### src/rtl/regfile_mp.sv
// regfile_mp: multi-port register file with a per-register pending ("busy") scoreboard.
//
// Two write ports, two combinational read ports, and one allocation port.
// Allocation marks a destination register as pending. A committed write clears
// the pending mark. busy_cnt is a registered population count of pending registers.
//
// Ports
//   clk                     rising-edge clock
//   rst                     synchronous, active-high reset
//   we0/waddr0/wdata0       write port 0
//   we1/waddr1/wdata1       write port 1; wins over port 0 on the same address
//   raddr0/raddr1           read addresses
//   rdata0/rdata1           read data (combinational)
//   busy0/busy1             pending flag of the register being read
//   alloc_v/alloc_addr      mark alloc_addr pending on this edge
//   busy_cnt                number of pending registers
//
// Parameters
//   DATA_W    register width
//   ADDR_W    address width; depth is 2**ADDR_W
//   ZERO_REG  when 1, register 0 reads as zero and ignores writes and allocs
//
// Optional feature: define RF_BYPASS_EN to forward same-cycle write data, and
// the cleared busy flag, to the read ports.
module regfile_mp #(
  parameter int DATA_W   = 16,
  parameter int ADDR_W   = 3,
  parameter int ZERO_REG = 0
) (
  input  logic              clk,
  input  logic              rst,
  input  logic              we0,
  input  logic [ADDR_W-1:0] waddr0,
  input  logic [DATA_W-1:0] wdata0,
  input  logic              we1,
  input  logic [ADDR_W-1:0] waddr1,
  input  logic [DATA_W-1:0] wdata1,
  input  logic [ADDR_W-1:0] raddr0,
  input  logic [ADDR_W-1:0] raddr1,
  output logic [DATA_W-1:0] rdata0,
  output logic [DATA_W-1:0] rdata1,
  input  logic              alloc_v,
  input  logic [ADDR_W-1:0] alloc_addr,
  output logic              busy0,
  output logic              busy1,
  output logic [ADDR_W:0]   busy_cnt
);

  localparam int DEPTH = 2 ** ADDR_W;

  logic [DATA_W-1:0] mem [DEPTH];
  logic [DEPTH-1:0]  busy_q;
  logic [DEPTH-1:0]  busy_nxt;
  logic [ADDR_W:0]   cnt_nxt;
  logic              wr0_ok;
  logic              wr1_ok;
  logic              alloc_ok;
  logic              zero0;
  logic              zero1;

  // Address 0 is hardwired when ZERO_REG is set, so it never takes a write or an alloc.
  assign wr0_ok   = we0     && !((ZERO_REG != 0) && (waddr0 == '0));
  assign wr1_ok   = we1     && !((ZERO_REG != 0) && (waddr1 == '0));
  assign alloc_ok = alloc_v && !((ZERO_REG != 0) && (alloc_addr == '0));
  assign zero0    = (ZERO_REG != 0) && (raddr0 == '0);
  assign zero1    = (ZERO_REG != 0) && (raddr1 == '0);

  // Writes clear first, then the alloc sets. An alloc in the same cycle as a
  // write is the newer event, so the register ends up pending.
  always_comb begin
    busy_nxt = busy_q;
    if (wr0_ok)   busy_nxt[waddr0]     = 1'b0;
    if (wr1_ok)   busy_nxt[waddr1]     = 1'b0;
    if (alloc_ok) busy_nxt[alloc_addr] = 1'b1;
    cnt_nxt = '0;
    for (int i = 0; i < DEPTH; i++) begin
      cnt_nxt = cnt_nxt + {{ADDR_W{1'b0}}, busy_nxt[i]};
    end
  end

  always_ff @(posedge clk) begin
    if (rst) begin
      for (int i = 0; i < DEPTH; i++) mem[i] <= '0;
      busy_q   <= '0;
      busy_cnt <= '0;
    end else begin
      if (wr0_ok) mem[waddr0] <= wdata0;
      // Port 1 is assigned last, so it overrides port 0 when both ports target the same address.
      if (wr1_ok) mem[waddr1] <= wdata1;
      busy_q   <= busy_nxt;
      busy_cnt <= cnt_nxt;
    end
  end

  always_comb begin
    rdata0 = mem[raddr0];
    busy0  = busy_q[raddr0];
    rdata1 = mem[raddr1];
    busy1  = busy_q[raddr1];
`ifdef RF_BYPASS_EN
    // A write that reset is about to discard is not forwarded.
    if (!rst) begin
      if (wr1_ok && (waddr1 == raddr0)) begin
        rdata0 = wdata1;
        busy0  = alloc_ok && (alloc_addr == raddr0);
      end else if (wr0_ok && (waddr0 == raddr0)) begin
        rdata0 = wdata0;
        busy0  = alloc_ok && (alloc_addr == raddr0);
      end
      if (wr1_ok && (waddr1 == raddr1)) begin
        rdata1 = wdata1;
        busy1  = alloc_ok && (alloc_addr == raddr1);
      end else if (wr0_ok && (waddr0 == raddr1)) begin
        rdata1 = wdata0;
        busy1  = alloc_ok && (alloc_addr == raddr1);
      end
    end
`else
`endif
    if (zero0) begin
      rdata0 = '0;
      busy0  = 1'b0;
    end
    if (zero1) begin
      rdata1 = '0;
      busy1  = 1'b0;
    end
  end

endmodule

### config.mk
export PLATFORM = sky130hd
export DESIGN_NAME = regfile_mp
export DESIGN_NICKNAME = d
export VERILOG_FILES = /design/src/rtl/regfile_mp.sv
export SDC_FILE = /design/constraint.sdc
export NUM_CORES = 1
export LEC_CHECK = 0
export CORE_MARGIN = 3
export CORE_UTILIZATION = 55
export DETAILED_ROUTE_END_ITERATION = 8
export PLACE_DENSITY = 0.89
export SETUP_SLACK_MARGIN = 0.4
export SLEW_MARGIN = 30
export SYNTH_ARGS = -nofsm -noshare
export SYNTH_HDL_FRONTEND = slang
export SYNTH_SLANG_ARGS = --single-unit
### constraint.sdc
create_clock -name clk -period 4.4 [get_ports clk]
set_input_delay 0.44 -clock clk [delete_from_list [all_inputs] [get_ports clk]]
set_output_delay 0.44 -clock clk [all_outputs]
set_load 0.005 [all_outputs]
==> flow_metrics.py, run 1 <==
metrics = {
    "grt": {
        "grt_first_pass_wirelength_microns": 37500,
        "grt_antenna_before_repair": 0,
        "remaining_global_route_overflow": 0,
        "maximum_number_of_pins_on_one_net_before_global_route_repair": 35,
        "globalRouteTotalUtil": 0.301,
        "grt_pass1_vias": 6698,
    },
    "clock_network": {
        "worst_skew_pair.late_latency_ps": 420,
        "tritoncts.num_buffers": 17,
        "root_buffer": "sky130_fd_sc_hd__clkbuf_16",
        "hold_buffers": 0,
        "htree_levels": 4,
        "numClockSinks": 140,
        "clock_tree_from_tritoncts": "yes",
        "clk_path_buf_depth": 2,
        "clkTransAtPathRegs_ps": 60,
    },
    "placement": {
        "place.detailed.instances": 871,
        "port_buffers": 89,
        "pre_cts_slack_ps": 2.67,
        "place_area_sq_um": 9320,
        "globalplace.congestion": 0.934,
        "dp.final_hpwl_microns": 14800,
    },
    "job": {
        "maxCapViolations": 0,
    },
    "logic_synthesis": {
        "distinct_cells_synth": 44,
        "yosysSeqAreaShare": 0.488,
        "synth_area_sq_um": 8360,
        "synthArstFlopShare": 0,
        "number_of_synthesized_flops_with_an_enable_pin": 128,
        "synth_warnings": 0,
        "synthesis.nets": 713,
        "syn_area_per_cell_sq_um": 12.8,
        "ys_top_cells_by_area": "sky130_fd_sc_hd__edfxtp_1 46%, sky130_fd_sc_hd__mux4_2 18%, sky130_fd_sc_hd__o22ai_1 7.2%",
        "yosys.area.top_type_share": 0.460,
        "total_of_flip_flops_plus_latches_after_synthesis": 140,
        "yosysMostFrequentCell": "sky130_fd_sc_hd__edfxtp_1",
        "netlist_instances": 654,
        "netlist_top_cells_count": "128 x sky130_fd_sc_hd__edfxtp_1, 122 x sky130_fd_sc_hd__nand2_1, 96 x sky130_fd_sc_hd__o22ai_1",
        "synthDominantAreaCellType": "sky130_fd_sc_hd__edfxtp_1",
        "synthFlopType": "sky130_fd_sc_hd__edfxtp_1",
    },
    "route": {
        "drt-wirelength-per-cell_microns": 27.6,
        "drtPass1Iterations": 6,
        "first_iter_violations": 1370,
        "drc_errors": 0,
        "detailroute.via_count": 6733,
        "drt.antenna.violating_nets": 0,
        "via_per_inst": 7.45,
        "total_routed_length_microns": 25000,
    },
    "timing": {
        "finClkSkew_ps": 1.95,
        "rsz0062_at_grt": "no",
        "timing.max_slew.rel_slack": 0.283,
        "finalMaxSlewViolations": 0,
        "timing_worst_slew_pin_value_ps": 1070,
        "max_freq_ghz": 0.257,
        "hold_violation_total_from_the_final_report": 0,
        "fin_setup_tns_ps": 0,
        "finalSetupViolations": 0,
        "fin_crit_ps": 3890,
        "fin_ws_ps": 510,
        "tcrit_tclk_final": 0.884,
    },
    "floorplanning": {
        "fp.coreArea_sq_um": 14700,
        "placementRows": 44,
        "ioPinCount": 90,
        "die_w_microns": 129,
        "die_height_microns": 129,
        "start_util": 0.569,
        "die_area_sq_um": 16700,
    },
    "final_layout": {
        "sequential_cell_area_in_the_final_layout_sq_um": 4080,
        "stdcell_area_sq_um": 9990,
        "multiInputGateArea_sq_um": 3920,
        "drive_gt1_frac": 0.250,
        "ant_diodes": 0,
        "finish.net_count": 766,
        "fill_cells": 947,
        "finish.cell_count_without_fillers": 904,
        "areaGrowthSynthToFinish_pct": 19.5,
    },
    "pwr": {
        "power_leakage_nw": 3.70,
        "power_density_nw_per_um2": 375,
        "vdd.ir_drop.worst_mv": 0.285,
    },
    "critical_path": {
        "endpoint_kind": "flop",
        "worst_r2r_startpoint": "busy_q[3]",
        "crit_start": "we1",
        "reg2regPathDepth": 11,
        "critical_path_peak_fanout": 3,
        "timing.critical_path.from_type": "input pin",
        "worst_ep_arrival_ps": 4200,
        "regToRegSetupSlack_ps": 1260,
        "path_class": "input pin to flop",
        "setup.worst_path.end": "busy_cnt[2]",
        "r2r_end": "busy_cnt[2]",
        "worst-endpoint-required_ps": 4710,
    },
    "min_path": {
        "type_of_the_tightest_min_delay_check": "flop to flop",
    },
    "status": {
        "run_status": "finished, final reports clean",
    },
}
==> layout by cell type, fill, tap and decap left out, types with 2 or more instances in the layout <==
master / n
sky130_fd_sc_hd__dlymetal6s2s_1: 3
sky130_fd_sc_hd__and4_1: 2
sky130_fd_sc_hd__clkdlybuf4s50_1: 82
sky130_fd_sc_hd__nor2_1: 8
sky130_fd_sc_hd__a31o_2: 2
sky130_fd_sc_hd__mux2_2: 34
sky130_fd_sc_hd__nor2b_1: 2
sky130_fd_sc_hd__ha_1: 2
sky130_fd_sc_hd__a31oi_1: 5
sky130_fd_sc_hd__mux4_2: 68
sky130_fd_sc_hd__nand2_1: 122
sky130_fd_sc_hd__buf_4: 24
sky130_fd_sc_hd__nand4_1: 2
sky130_fd_sc_hd__nand4bb_1: 3
sky130_fd_sc_hd__buf_2: 4
sky130_fd_sc_hd__dfxtp_1: 12
sky130_fd_sc_hd__o22ai_1: 96
sky130_fd_sc_hd__fa_1: 3
sky130_fd_sc_hd__a21oi_1: 3
sky130_fd_sc_hd__nand3_1: 6
sky130_fd_sc_hd__inv_1: 6
sky130_fd_sc_hd__a21o_1: 2
sky130_fd_sc_hd__and4b_1: 4
sky130_fd_sc_hd__nor2b_2: 2
sky130_fd_sc_hd__edfxtp_1: 128
sky130_fd_sc_hd__buf_12: 2
sky130_fd_sc_hd__nand4b_1: 4
sky130_fd_sc_hd__clkbuf_16: 22
sky130_fd_sc_hd__inv_4: 3
sky130_fd_sc_hd__clkinv_4: 3
sky130_fd_sc_hd__clkinv_2: 2
sky130_fd_sc_hd__a22o_1: 32
sky130_fd_sc_hd__and3b_1: 3
sky130_fd_sc_hd__and2_1: 2
==> power by group <==
part           switching [mW]  leakage [nW]  total [mW]  internal [mW]
clock network           0.567         0.316        1.48          0.909
registers              0.0567          1.36        1.62           1.56
logic                   0.302          2.03       0.645          0.343
==> critical path: stages <==
cell and delay [ps]:
sky130_fd_sc_hd__clkdlybuf4s50_1 470, sky130_fd_sc_hd__or4b_4 460, sky130_fd_sc_hd__a21boi_4 170, sky130_fd_sc_hd__a21o_1 190, sky130_fd_sc_hd__fa_1 530, sky130_fd_sc_hd__inv_2 50, sky130_fd_sc_hd__fa_1 510, sky130_fd_sc_hd__fa_1 500
sky130_fd_sc_hd__inv_1 80, sky130_fd_sc_hd__ha_2 190, sky130_fd_sc_hd__inv_1 50, sky130_fd_sc_hd__fa_2 330, sky130_fd_sc_hd__xor2_1 150, sky130_fd_sc_hd__nor2_1 60
==> registers in the layout (all words and copies together), names as in the netlist <==
| register | cells |
|---|---|
| busy_q | 8 |
| mem | 128 |
| busy_cnt | 4 |
==> layer usage <==
| metal | vias up | global-route usage | routed length, microns |
|---|---|---|---|
| met4 | 0 | 0.113 | 1030 |
| met2 | 633 | 0.499 | 12300 |
| li1 | 2741 | - | - |
| met5 | - | 0 | 0 |
| met1 | 3241 | 0.386 | 8270 |
| met3 | 118 | 0.0767 | 3370 |
==> how the worst min path moves through the flow <==
stage | from | end | slack, ps | cells after the start
after floorplan | busy_q[0] | busy_q[0] | 490 | 1
after global placement | busy_q[3] | busy_q[3] | 550 | 1
after detailed placement | busy_q[0] | busy_q[0] | 560 | 1
after CTS | busy_q[0] | busy_q[0] | 580 | 1
after global routing | busy_q[0] | busy_q[0] | 600 | 1
final | busy_q[1] | busy_q[1] | 590 | 1
==> repair_timing <==
| action | CTS | global route |
|---|---|---|
| endpoints found under the setup margin | 0 | 1 |
| buffers inserted | 0 | 1 |
| gates resized for setup | 0 | 11 |
==> stage by stage <==
stage / utilization / power [mW] / hold slack (ps)
3_5_place_dp: 0.634 / 2.27 / 564
3_3_place_gp: 0.634 / 2.23 / 554
2_1_floorplan: - / 1.99 / 491
6_report: 0.680 / 3.74 / 591
4_1_cts: 0.677 / 3.72 / 583
5_1_grt: 0.680 / 3.84 / 603
==> cells by family after synthesis <==
kind of cell,synth area share
AOI/OAI and AO/OA,0.120
xor gates and xnor gates,0.00105
adders and majority gates,0.0141
buffers and inverters,0.0477
DFF,0.488
muxes,0.229
and+or+nand+nor,0.0998
==> cell type report <==
cell class	count	share of cell area
Sequential cell	140	0.409
Timing Repair Buffer	115	0.110
Multi-Input combinational cell	426	0.393
Inverter	7	0.00263
Clock buffer	23	0.0565
Tap cell	184	0.0230
Clock inverter	9	0.00639
Note: power is estimated with default switching activity, not from simulation.
==> run 2, diff against run 1 <==
--- a/config.mk
+++ b/config.mk
@@ -8,7 +8,8 @@
 export CORE_MARGIN = 3
 export CORE_UTILIZATION = 55
 export DETAILED_ROUTE_END_ITERATION = 8
-export PLACE_DENSITY = 0.89
+export MAX_ROUTING_LAYER = met4
+export PLACE_DENSITY = 0.75
 export SETUP_SLACK_MARGIN = 0.4
 export SLEW_MARGIN = 30
 export SYNTH_ARGS = -nofsm -noshare
==> flow_metrics.py, run 2 (same netlist as run 1, synthesis figures left out) <==
metrics = {
    "status": {
        "run_status": "finished, final reports clean",
    },
    "pwr": {
        "vdd.ir_drop.worst_mv": 0.258,
        "comb_power_share": 0.168,
        "power.internal_mw": 2.91,
        "power.clock.fraction": 0.407,
        "power_density_nw_per_um2": 379,
        "swShare": 0.235,
        "switchingPower_mw": 0.891,
        "sequentialPowerShare": 0.425,
        "power_leakage_nw": 3.68,
    },
    "job": {
        "maxCapViolations": 0,
    },
    "grt": {
        "globalRouteTotalUtil": 0.314,
        "grt_pass1_vias": 6578,
        "grt_antenna_before_repair": 0,
        "remaining_global_route_overflow": 0,
        "grt_first_pass_wirelength_microns": 37700,
        "maximum_number_of_pins_on_one_net_before_global_route_repair": 35,
    },
    "floorplanning": {
        "ioPinCount": 90,
        "die_height_microns": 129,
        "placementRows": 44,
        "die_area_sq_um": 16700,
        "fp.coreArea_sq_um": 14700,
        "die_w_microns": 129,
        "start_util": 0.569,
    },
    "final_layout": {
        "finalCoreUtilization": 0.682,
        "flip_flop_count_of_the_largest_register_after_layout": 128,
        "layout_top_registers": "mem: 128 flops, busy_q: 8 flops, busy_cnt: 4 flops",
        "max_flop_register": "mem",
        "final_cell_mix": "128 x sky130_fd_sc_hd__edfxtp_1, 122 x sky130_fd_sc_hd__nand2_1, 96 x sky130_fd_sc_hd__o22ai_1",
        "layout.cells.most_common": "sky130_fd_sc_hd__edfxtp_1",
        "ant_diodes": 0,
        "stdcell_area_sq_um": 10000,
        "drive_gt1_frac": 0.243,
        "areaGrowthSynthToFinish_pct": 19.9,
        "finish.net_count": 769,
        "fill_cells": 1011,
    },
    "route": {
        "drt-wirelength-per-cell_microns": 26.9,
        "total_routed_length_microns": 24400,
        "drt.antenna.violating_nets": 0,
        "drc_errors": 0,
        "first_iter_violations": 842,
        "via_per_inst": 7.07,
        "detailroute.via_count": 6411,
        "drtPass1Iterations": 5,
    },
    "timing": {
        "fin_ws_ps": 529,
        "finalMaxSlewViolations": 0,
        "hold_violation_total_from_the_final_report": 0,
        "fin_setup_tns_ps": 0,
        "max_freq_ghz": 0.258,
        "fin_crit_ps": 3870,
        "rsz0062_at_grt": "no",
        "tcrit_tclk_final": 0.880,
        "timing_worst_slew_pin_value_ps": 1030,
        "finClkSkew_ps": 5.26,
        "finalSetupViolations": 0,
        "finalHoldWorstSlack_ps": 598,
        "timing.max_slew.rel_slack": 0.315,
    },
    "min_path": {
        "type_of_the_tightest_min_delay_check": "flop to flop",
        "hold-path-endpoint": "busy_q[1]",
        "worst_hold_path.num_cells": 1,
        "hold_start": "busy_q[1]",
    },
    "clock_network": {
        "clkTransAtPathRegs_ps": 60,
        "root_buffer": "sky130_fd_sc_hd__clkbuf_16",
        "clock_tree_from_tritoncts": "yes",
        "numClockSinks": 140,
        "tritoncts.num_buffers": 17,
        "clk_path_buf_depth": 2,
        "worst_skew_pair.late_latency_ps": 420,
        "htree_levels": 4,
        "hold_buffers": 0,
    },
    "placement": {
        "globalplace.congestion": 1.00,
        "dp.final_hpwl_microns": 14600,
        "place_area_sq_um": 9340,
        "port_buffers": 89,
        "pre_cts_slack_ps": 99.8,
    },
    "critical_path": {
        "max_stage_delay_ps": 550,
        "endpoint_kind": "flop",
        "crit_start": "waddr1[1]",
        "highest_delay_cell_along_the_critical_path": "sky130_fd_sc_hd__or4b_4",
        "regToRegSetupSlack_ps": 1310,
        "r2r_end": "busy_cnt[1]",
        "reg2regPathDepth": 10,
        "worst_r2r_startpoint": "busy_q[0]",
        "critical_path.cell_chain": "clkdlybuf4s50_1, or4b_4, a21boi_4, a21o_1, fa_1, inv_1, fa_1, fa_1, inv_1, ha_2, inv_1, fa_2, nor2_1",
        "path_class": "input pin to flop",
        "critical_path_peak_fanout": 3,
        "worst-endpoint-required_ps": 4680,
        "timing.critical_path.from_type": "input pin",
        "worst_ep_arrival_ps": 4150,
    },
}
run 2: cell types whose count changed in the layout (fill, tap and decap cells not counted), moves of 2 or more:
cell	before	now
sky130_fd_sc_hd__dlymetal6s2s_1	3	1
sky130_fd_sc_hd__inv_4	3	0
sky130_fd_sc_hd__buf_2	4	2
sky130_fd_sc_hd__bufinv_16	0	5
sky130_fd_sc_hd__clkinv_1	0	3
sky130_fd_sc_hd__clkbuf_1	0	2
sky130_fd_sc_hd__clkbuf_16	22	17
sky130_fd_sc_hd__clkdlybuf4s50_1	82	86
sky130_fd_sc_hd__clkinv_4	3	1
sky130_fd_sc_hd__buf_4	24	26
run 2: final cells by class:
type | count | area [sq um] | area share
inverters | 7 | 26.3 | 0.00262
flip-flops and latches | 140 | 4080 | 0.407
clock buffers | 19 | 433 | 0.0432
repair buffers | 118 | 1130 | 0.113
clock inverters | 13 | 196 | 0.0196
multi-input cells | 426 | 3930 | 0.392
well taps | 184 | 230 | 0.0230
run 2: worst max-delay path by stage:
stage	end	slack (ps)	cells after the start
after floorplan	busy_cnt[2]	490	15
after global placement	busy_cnt[2]	160	14
after detailed placement	busy_cnt[2]	100	14
after CTS	busy_cnt[2]	530	14
after global routing	busy_cnt[2]	410	14
final	busy_cnt[1]	530	13
run 2: power groups by stage:
stage,Clock [mW],Combinational [mW],Sequential (mW)
after floorplan,0,0.370,1.62
final,1.54,0.640,1.62
after global routing,1.61,0.681,1.63
after global placement,0,0.612,1.63
after detailed placement,0,0.625,1.64
after CTS,1.54,0.632,1.62
run 2: what timing repair did:
action	in CTS	in global routing
resized for setup	0	8
setup buffers	0	1
endpoints found under the setup margin	0	1
run 2: through the flow:
stage	power (mW)	instances
floorplan	1.99	654
global placement	2.24	873
detailed placement	2.27	873
CTS	3.79	905
global route	3.92	907
finish	3.80	907
run 2: critical path: cells and delay by family:
kind | cells | cell delay (ps)
adder cells (fa/ha/maj) | 5 | 2200
buffers and inverters | 4 | 600
AND/OR/NAND/NOR | 2 | 580
AO/OA/AOI/OAI | 2 | 340
run 2: metal layers:
metal	up-vias	routed length, microns	GRT usage
met2	455	12200	0.497
li1	2742	-	-
met5	-	0	-
met1	3130	8700	0.398
met4	0	984	0.140
met3	84	2580	0.0594
==> run 3, diff against run 2 <==
==> constraint.sdc (replaced) <==
create_clock -name clk -period 4.6 [get_ports clk]
set_input_delay 0.46 -clock clk [delete_from_list [all_inputs] [get_ports clk]]
set_output_delay 0.46 -clock clk [all_outputs]
set_load 0.005 [all_outputs]
==> flow_metrics.py, run 3 (same netlist as run 1, synthesis figures left out) <==
metrics = {
    "final_layout": {
        "areaGrowthSynthToFinish_pct": 18.9,
        "max_flop_register": "mem",
        "fill_cells": 1026,
        "drive_gt1_frac": 0.234,
        "ant_diodes": 0,
        "finish.net_count": 764,
        "layout_top_registers": "mem: 128 flops, busy_q: 8 flops, busy_cnt: 4 flops",
        "flip_flop_count_of_the_largest_register_after_layout": 128,
        "layout.cells.most_common": "sky130_fd_sc_hd__edfxtp_1",
        "final_cell_mix": "128 x sky130_fd_sc_hd__edfxtp_1, 122 x sky130_fd_sc_hd__nand2_1, 96 x sky130_fd_sc_hd__o22ai_1",
    },
    "pwr": {
        "power_leakage_nw": 3.64,
        "vdd.ir_drop.worst_mv": 0.250,
        "power_density_nw_per_um2": 366,
        "finalPower_mw": 3.64,
    },
    "timing": {
        "finalMaxSlewViolations": 0,
        "finalSetupViolations": 0,
        "rsz0062_at_grt": "no",
        "fin_setup_tns_ps": 0,
        "fin_crit_ps": 3920,
        "timing.max_slew.rel_slack": 0.285,
        "finClkSkew_ps": 2.01,
        "hold_violation_total_from_the_final_report": 0,
        "max_freq_ghz": 0.255,
        "timing_worst_slew_pin_value_ps": 1070,
        "tcrit_tclk_final": 0.852,
    },
    "floorplanning": {
        "die_w_microns": 129,
        "placementRows": 44,
        "die_height_microns": 129,
        "fp.coreArea_sq_um": 14700,
        "ioPinCount": 90,
        "start_util": 0.569,
        "die_area_sq_um": 16700,
    },
    "route": {
        "drt-wirelength-per-cell_microns": 27.3,
        "detailroute.via_count": 6501,
        "drt.antenna.violating_nets": 0,
        "via_per_inst": 7.21,
        "maxUsedRoutingLayer": "met4",
        "dr_wl_met2_microns": 12300,
        "first_iter_violations": 911,
        "wl_met3_microns": 2770,
        "total_routed_length_microns": 24600,
        "drtPass1Iterations": 5,
        "detail_route.wirelength.met1_microns": 8510,
        "drc_errors": 0,
    },
    "clock_network": {
        "root_buffer": "sky130_fd_sc_hd__clkbuf_16",
        "numClockSinks": 140,
        "worst_skew_pair.late_latency_ps": 420,
        "post_cts.repair.setup_buffers": 0,
        "clock_tree_from_tritoncts": "yes",
        "clkTransAtPathRegs_ps": 60,
        "htree_levels": 4,
        "clk_path_buf_depth": 2,
        "cts_repair_resize_count": 0,
        "hold_buffers": 0,
        "tritoncts.num_buffers": 17,
    },
    "job": {
        "maxCapViolations": 0,
    },
    "critical_path": {
        "endpoint_kind": "flop",
        "path_class": "input pin to flop",
        "critical_path_peak_fanout": 11,
        "worst-endpoint-required_ps": 4890,
        "highest_delay_cell_along_the_critical_path": "sky130_fd_sc_hd__clkdlybuf4s50_1",
        "regToRegSetupSlack_ps": 1570,
        "crit_path_max_delay_family": "adder cells",
        "path_common_cell": "sky130_fd_sc_hd__fa_1",
        "critical_path.cell_chain": "clkdlybuf4s50_1, nor2b_1, a31oi_1, a21o_1, fa_1, inv_1, fa_1, fa_1, inv_1, ha_1, inv_1, fa_1, xor2_1, nor2_1",
        "reg2regPathDepth": 11,
        "worst_path_buffer_plus_inverter_count": 4,
        "worst_ep_arrival_ps": 4210,
        "timing.critical_path.from_type": "input pin",
        "cp_num_cells": 14,
        "max_stage_delay_ps": 690,
    },
    "grt": {
        "grt_antenna_before_repair": 0,
        "maximum_number_of_pins_on_one_net_before_global_route_repair": 35,
        "globalRouteTotalUtil": 0.311,
        "grt_pass1_vias": 6569,
        "grt_first_pass_wirelength_microns": 37100,
        "remaining_global_route_overflow": 0,
    },
    "placement": {
        "dp.final_hpwl_microns": 14700,
        "port_buffers": 89,
        "globalplace.congestion": 0.979,
    },
    "min_path": {
        "type_of_the_tightest_min_delay_check": "flop to flop",
        "worst_hold_path.num_cells": 1,
    },
    "status": {
        "run_status": "finished, final reports clean",
    },
}
[run 3: worst reg2reg max path: cells and delay by family, from the launching register on]
family          cells  cell delay (ps)
buf+inv             3              170
fa+ha+maj           5             1930
simple gates        1               50
compound gates      1              240
xor+xnor            1              150
flops               1              340
[run 3: worst paths after layout]
check,from,endpoint
setup / recovery,waddr0[0],busy_cnt[2]
hold / removal,busy_q[1],busy_q[1]
setup reg to reg,busy_q[1],busy_cnt[2]
hold reg to reg,busy_q[1],busy_q[1]
[run 3: where the power goes]
part	total, mW	switching [mW]	internal [mW]
sequential	1.55	0.0499	1.50
clock	1.48	0.528	0.954
combinational	0.608	0.283	0.325
[run 3: metal layers]
layer,up-vias,track usage
met2,530,0.497
met4,0,0.151
met3,101,0.0598
met5,-,-
met1,3142,0.383
li1,2728,-
[run 3: stage by stage]
step | worst slack [ps] | hold slack, ps | instance area, sq um | utilization | cells
after floorplan | 671 | 491 | 8360 | - | 654
after detailed placement | 259 | 550 | 9310 | 0.633 | 870
after global placement | 331 | 559 | 9320 | 0.634 | 870
after global routing | 531 | 616 | 9940 | 0.676 | 902
after CTS | 703 | 576 | 9940 | 0.676 | 902
final | 682 | 589 | 9940 | 0.676 | 902
[run 3: layout make-up]
type / instances / area, sq um / area share
clock inverters: 14 / 199 / 0.0200
well taps: 184 / 230 / 0.0232
repair buffers: 113 / 1080 / 0.108
inverters: 7 / 26.3 / 0.00264
multi-input cells: 426 / 3900 / 0.392
clock buffers: 18 / 429 / 0.0432
flip-flops and latches: 140 / 4080 / 0.411
